$ cat config.mk
export PLATFORM = sky130hd
export DESIGN_NAME = multi_cycle_ctrl
export DESIGN_NICKNAME = d
export VERILOG_FILES = /design/src/rtl/multi_cycle_ctrl.sv
export SDC_FILE = /design/constraint.sdc
export NUM_CORES = 1
export LEC_CHECK = 0
export CAP_MARGIN = 15
export CORE_UTILIZATION = 45
export CTS_BUF_LIST = sky130_fd_sc_hd__clkbuf_4
export CTS_CLUSTER_SIZE = 14
export DETAILED_ROUTE_END_ITERATION = 16
export PLACE_DENSITY_LB_ADDON = 0.12
export RECOVER_POWER = 50
export SLEW_MARGIN = 20
export SYNTH_ARGS = -nofsm -noshare
export SYNTH_HDL_FRONTEND = slang
export SYNTH_SLANG_ARGS = --single-unit
$ cat constraint.sdc
create_clock -name clk -period 3.3 [get_ports clk]
set_clock_uncertainty 0.15 [all_clocks]
set_input_delay 0.66 -clock clk [delete_from_list [all_inputs] [get_ports clk]]
set_output_delay 0.66 -clock clk [all_outputs]
set_load 0.05 [all_outputs]
$ cat src/rtl/multi_cycle_ctrl.sv
// Multi-cycle MIPS-subset control unit: FETCH/DECODE/EXE/MEM/WB/BRANCH/JUMP sequencing,
// datapath control decode, illegal-instruction flag and retired-instruction counter.
module multi_cycle_ctrl (
  input  logic        clk,
  input  logic        rst,
  input  logic [5:0]  OpCode,
  input  logic [5:0]  funct,
  input  logic        Zero,
  input  logic        mem_ready,
  output logic        PCWr,
  output logic        IRWr,
  output logic [1:0]  PCSrc,
  output logic        RegDst,
  output logic        RegW,
  output logic        MemR,
  output logic        MemW,
  output logic        Mem2R,
  output logic        IorD,
  output logic        AluSrcA,
  output logic [1:0]  AluSrcB,
  output logic [1:0]  ExtOp,
  output logic [4:0]  Aluctrl,
  output logic [3:0]  state,
  output logic        illegal,
  output logic [31:0] instr_cnt
);

  typedef enum logic [3:0] {
    S_FETCH  = 4'd0,
    S_DECODE = 4'd1,
    S_EXE    = 4'd2,
    S_MEM_RD = 4'd3,
    S_MEM_WR = 4'd4,
    S_WB_ALU = 4'd5,
    S_WB_MEM = 4'd6,
    S_BRANCH = 4'd7,
    S_JUMP   = 4'd8
  } state_e;

  localparam logic [5:0] OP_R    = 6'b000000;
  localparam logic [5:0] OP_ADDI = 6'b001000;
  localparam logic [5:0] OP_ORI  = 6'b001101;
  localparam logic [5:0] OP_SLTI = 6'b001010;
  localparam logic [5:0] OP_LUI  = 6'b001111;
  localparam logic [5:0] OP_LW   = 6'b100011;
  localparam logic [5:0] OP_SW   = 6'b101011;
  localparam logic [5:0] OP_BEQ  = 6'b000100;
  localparam logic [5:0] OP_BNE  = 6'b000101;
  localparam logic [5:0] OP_J    = 6'b000010;

  localparam logic [4:0] ALUOP_ADDU = 5'd0;
  localparam logic [4:0] ALUOP_SUBU = 5'd1;
  localparam logic [4:0] ALUOP_ADD  = 5'd2;
  localparam logic [4:0] ALUOP_SUB  = 5'd3;
  localparam logic [4:0] ALUOP_AND  = 5'd4;
  localparam logic [4:0] ALUOP_OR   = 5'd5;
  localparam logic [4:0] ALUOP_SLL  = 5'd6;
  localparam logic [4:0] ALUOP_SRL  = 5'd7;
  localparam logic [4:0] ALUOP_SLT  = 5'd8;
  localparam logic [4:0] ALUOP_EQL  = 5'd9;
  localparam logic [4:0] ALUOP_BNE  = 5'd10;

  localparam logic [1:0] EXT_ZERO    = 2'd0;
  localparam logic [1:0] EXT_SIGNED  = 2'd1;
  localparam logic [1:0] EXT_HIGHPOS = 2'd2;

  state_e      state_q, state_d;
  logic [5:0]  op_q, op_d;
  logic [5:0]  funct_q, funct_d;
  logic [31:0] instr_cnt_q, instr_cnt_d;
  logic        retire;

  function automatic logic r_funct_ok(input logic [5:0] f);
    case (f)
      6'b100001, 6'b100011, 6'b100000, 6'b100010, 6'b100100,
      6'b100101, 6'b000000, 6'b000010, 6'b101010: r_funct_ok = 1'b1;
      default:                                    r_funct_ok = 1'b0;
    endcase
  endfunction

  function automatic logic [4:0] r_alu(input logic [5:0] f);
    case (f)
      6'b100001: r_alu = ALUOP_ADDU;
      6'b100011: r_alu = ALUOP_SUBU;
      6'b100010: r_alu = ALUOP_SUB;
      6'b100100: r_alu = ALUOP_AND;
      6'b100101: r_alu = ALUOP_OR;
      6'b000000: r_alu = ALUOP_SLL;
      6'b000010: r_alu = ALUOP_SRL;
      6'b101010: r_alu = ALUOP_SLT;
      default:   r_alu = ALUOP_ADD;
    endcase
  endfunction

  always_comb begin
    state_d     = state_q;
    op_d        = op_q;
    funct_d     = funct_q;
    retire      = 1'b0;
    PCWr        = 1'b0;
    IRWr        = 1'b0;
    PCSrc       = 2'b00;
    RegDst      = 1'b0;
    RegW        = 1'b0;
    MemR        = 1'b0;
    MemW        = 1'b0;
    Mem2R       = 1'b0;
    IorD        = 1'b0;
    AluSrcA     = 1'b0;
    AluSrcB     = 2'b00;
    ExtOp       = EXT_ZERO;
    Aluctrl     = ALUOP_ADD;
    illegal     = 1'b0;

    case (state_q)
      S_FETCH: begin
        MemR    = 1'b1;
        AluSrcB = 2'b01;
        Aluctrl = ALUOP_ADDU;
        PCWr    = mem_ready;
        IRWr    = mem_ready;
        if (mem_ready) state_d = S_DECODE;
      end
      S_DECODE: begin
        // IR is stable here, so decode straight from OpCode/funct and latch them.
        op_d    = OpCode;
        funct_d = funct;
        AluSrcB = 2'b10;
        ExtOp   = EXT_SIGNED;
        Aluctrl = ALUOP_ADD;
        case (OpCode)
          OP_R: begin
            if (r_funct_ok(funct)) state_d = S_EXE;
            else begin
              state_d = S_FETCH;
              illegal = 1'b1;
            end
          end
          OP_ADDI, OP_ORI, OP_SLTI, OP_LUI, OP_LW, OP_SW: state_d = S_EXE;
          OP_BEQ, OP_BNE: state_d = S_BRANCH;
          OP_J:           state_d = S_JUMP;
          default: begin
            state_d = S_FETCH;
            illegal = 1'b1;
          end
        endcase
      end
      S_EXE: begin
        AluSrcA = 1'b1;
        case (op_q)
          OP_R: Aluctrl = r_alu(funct_q);
          OP_ADDI, OP_LW, OP_SW: begin
            AluSrcB = 2'b10;
            ExtOp   = EXT_SIGNED;
          end
          OP_SLTI: begin
            AluSrcB = 2'b10;
            ExtOp   = EXT_SIGNED;
            Aluctrl = ALUOP_SLT;
          end
          OP_ORI: begin
            AluSrcB = 2'b10;
            Aluctrl = ALUOP_OR;
          end
          OP_LUI: begin
            AluSrcB = 2'b10;
            ExtOp   = EXT_HIGHPOS;
            Aluctrl = ALUOP_ADDU;
          end
          default: ;
        endcase
        if (op_q == OP_LW)      state_d = S_MEM_RD;
        else if (op_q == OP_SW) state_d = S_MEM_WR;
        else                    state_d = S_WB_ALU;
      end
      S_MEM_RD: begin
        MemR = 1'b1;
        IorD = 1'b1;
        if (mem_ready) state_d = S_WB_MEM;
      end
      S_MEM_WR: begin
        MemW = 1'b1;
        IorD = 1'b1;
        if (mem_ready) begin
          state_d = S_FETCH;
          retire  = 1'b1;
        end
      end
      S_WB_ALU: begin
        RegW    = 1'b1;
        RegDst  = (op_q == OP_R);
        state_d = S_FETCH;
        retire  = 1'b1;
      end
      S_WB_MEM: begin
        RegW    = 1'b1;
        Mem2R   = 1'b1;
        state_d = S_FETCH;
        retire  = 1'b1;
      end
      S_BRANCH: begin
        AluSrcA = 1'b1;
        PCSrc   = 2'b01;
        PCWr    = Zero;
        Aluctrl = (op_q == OP_BNE) ? ALUOP_BNE : ALUOP_EQL;
        state_d = S_FETCH;
        retire  = 1'b1;
      end
      S_JUMP: begin
        PCSrc   = 2'b10;
        PCWr    = 1'b1;
        state_d = S_FETCH;
        retire  = 1'b1;
      end
      default: state_d = S_FETCH;
    endcase

    instr_cnt_d = retire ? instr_cnt_q + 32'd1 : instr_cnt_q;

    // Architectural side effects are suppressed for the whole reset assertion.
    if (!rst) begin
      PCWr    = 1'b0;
      IRWr    = 1'b0;
      RegW    = 1'b0;
      MemW    = 1'b0;
      illegal = 1'b0;
    end
  end

  always_ff @(posedge clk) begin
    if (!rst) begin
      state_q     <= S_FETCH;
      op_q        <= 6'd0;
      funct_q     <= 6'd0;
      instr_cnt_q <= 32'd0;
    end else begin
      state_q     <= state_d;
      op_q        <= op_d;
      funct_q     <= funct_d;
      instr_cnt_q <= instr_cnt_d;
    end
  end

  assign state     = state_q;
  assign instr_cnt = instr_cnt_q;

endmodule

==> results.cfg <==
[worst_hold_path]
min_from = funct_q[4]
hold_class = flop to flop

[timing]
hold_viol_final = 0
fmax_mhz = 315
setup-violations-final = 0
worstMarginPinSlew_ps = 573
period_share = 0.963
period_needed_ps = 3180
hold_slack_ps = 349
grt_setup_unrepaired = false
slew_headroom = 0.612
drv_slew = 0

[drt]
drtIter0Drc = 133
route.vias.total = 2813
dr.pass1.iters = 4
postRouteWirelength_mm = 6.94
routed_via_density = 5.54
drc_errors = 0
ant_nets = 0
drt-wirelength-per-cell_um = 13.7

[logic_synthesis]
synth-edff-count = 0
synth_common_cells = nand2_1 (52), dfxtp_1 (48), nor2_1 (36)
synth.most_common_cell = nand2_1
synth_top_area_share = 0.358
yosysTopAreaCell = dfxtp_1
synth_seq_cells = 48
synthArstFlopShare = 0
avgSynthCellArea_um2 = 7.44
synth.cell_area_um2 = 2690
syn_nets = 378
yosysWarnings = 0
synth_area_leaders = dfxtp_1 (36%), nand2_1 (7.3%), a21oi_1 (6.3%)
synth_ff_type = dfxtp_1
synth.distinct_cells = 54
synth_seq_area_share = 0.358
synthCells = 361

[pwr]
powerDensity_nw_per_um2 = 312
p_seq_frac = 0.525
irDropWorstVdd_mv = 0.192
combPwrFrac = 0.179
p_sw_frac = 0.282
p_total_mw = 1.16
p_clk_frac = 0.296
power.internal_mw = 0.831
power_leakage_nw = 1.28
p_switching_mw = 0.326

[clock_network]
cts_tree = yes
post_cts_buffers = 0
path_clk_slew_ps = 140
clock_sink_count = 48
clk_path_buf_depth = 2
cts-root-buf = clkbuf_4
hold_buffers = 0
insertion_delay_ps = 360
htreeDepth = 2
cts_buffers = 5

[global_route]
grt_max_degree = 43
grt_first_pass_wirelength_mm = 11.7
antenna_found_initial = 0
grt-ovfl-total = 0
grtUsageTotal = 0.229
grt_pass1_vias = 2505

[critical_path]
crit_arrival_ps = 2370
cpPeakStageDelay_ps = 820
cp_slowest_cell = clkdlybuf4s50_1
cp-start-kind = flop
crit_required_ps = 2490
reg2reg_from = instr_cnt[13]
crit_fanout = 6
worstSetupStartpoint = state[2]
crit_type = flop to primary output
end_kind = primary output
worstPathCellList = buf_4 > or3b_2 > a21oi_1 > clkdlybuf4s50_1

[place]
port_buffers = 71
hpwl_mm = 5.17
dpl.cell_count = 500
place_congestion = 0.878

[status]
status = finished, final reports clean

[die]
die_x_um = 79.3
num_io_pins = 73
dieArea_um2 = 6280
core_um2 = 5640
die_h_um = 79.3
initial_core_util = 0.476
rows = 27

[cells_and_area]
area_delta_synth_final_pct = 38.1
nets = 452
fillCellCount = 486
diodes = 0
drive_gt1_frac = 0.0963
instances_no_fill = 508

[job]
cap_viol_max_count = 0
[final timing paths]
check	end	slack (ps)	cells past startpoint
worst max register to register	instr_cnt[31]	620	5
worst max-delay path	IorD	120	4
worst min register to register	funct_q[4]	350	2
worst min-delay path	funct_q[4]	350	2
[final cells by class]
| cell class | count | area (um2) | share of cell area |
|---|---|---|---|
| inverter | 13 | 48.8 | 0.0132 |
| sequential | 48 | 962 | 0.259 |
| clock buffer | 5 | 37.5 | 0.0101 |
| multi-input combinational | 283 | 1630 | 0.440 |
| clock inverter | 3 | 37.5 | 0.0101 |
| tap | 72 | 90.1 | 0.0243 |
| timing repair buffer | 84 | 901 | 0.243 |
[state kept, by name (all words and copies together), names as in the netlist]
| name | count |
|---|---|
| funct_q | 6 |
| instr_cnt | 32 |
| op_q | 6 |
| state | 4 |
[critical path, delay by kind of cell, from the launching register on]
kind / cells / cell delay (ps)
buffers and inverters: 2 / 1000
and+or+nand+nor: 1 / 450
DFF: 1 / 400
AOI/OAI and AO/OA: 1 / 160
[placed cells by master (no fill, tap or decap), types with 2 or more instances in the layout]
| master | count |
|---|---|
| clkdlybuf4s50_1 | 49 |
| nor3b_1 | 4 |
| clkinv_1 | 3 |
| buf_4 | 10 |
| nand2_1 | 52 |
| nor4b_1 | 2 |
| dfxtp_1 | 47 |
| nand3b_1 | 2 |
| and2_1 | 2 |
| or4_1 | 3 |
| nand4_1 | 7 |
| nor2_1 | 36 |
| a31o_2 | 3 |
| a31oi_1 | 2 |
| xnor2_1 | 18 |
| or2_2 | 2 |
| nor4_1 | 11 |
| dlygate4sd3_1 | 10 |
| nand2b_1 | 6 |
| nor2b_1 | 3 |
| and4_1 | 4 |
| inv_1 | 12 |
| a21oi_1 | 35 |
| o21ai_0 | 14 |
| xor2_1 | 2 |
| buf_12 | 11 |
| or3_1 | 7 |
| nor3_1 | 15 |
| clkbuf_4 | 5 |
| clkbuf_1 | 4 |
| o31ai_1 | 2 |
| nand3_1 | 20 |
| a41o_1 | 2 |
| and3_1 | 3 |
[layer usage]
| metal | share of wire | up-vias | routed length (um) | track usage |
|---|---|---|---|---|
| li1 | - | 1446 | - | - |
| met1 | 0.49 | 1278 | 3390 | 0.318 |
| met2 | 0.44 | 82 | 3050 | 0.353 |
| met4 | 0.0084 | 0 | 58 | 0.0600 |
| met5 | 0 | - | 0 | 0 |
| met3 | 0.063 | 7 | 437 | 0.0529 |
[timing repair]
action                     4_1_cts  5_1_grt
setup endpoints to repair        0        2
gates resized for setup          0        1
hold endpoints to repair         0        0
[per-stage QoR]
step	util	cell area (um2)	TNS, ps	worst slack (ps)
floorplan	-	2720	-127	-88.4
CTS	0.661	3730	0	63.5
global route	0.658	3710	0	18.7
global placement	0.647	3650	0	201
detailed placement	0.647	3650	0	168
finish	0.658	3710	0	121
[cell families after synthesis]
group	Yosys count	share of synthesized area
AOI/OAI and AO/OA	70	0.156
buffers and inverters	30	0.0438
adders and majority gates	1	0.00466
xor gates and xnor gates	20	0.0652
muxes	1	0.00373
and+or+nand+nor	190	0.368
DFF	48	0.358
other	1	0.00140
[power groups by stage]
stage	clock [mW]	sequential [mW]	combinational [mW]
final	0.342	0.608	0.207
after global routing	0.370	0.610	0.225
after CTS	0.344	0.607	0.210
after detailed placement	0	0.620	0.209
after global placement	0	0.619	0.206
after floorplan	0	0.620	0.125
No activity file was read; power rests on OpenSTA's default activity.
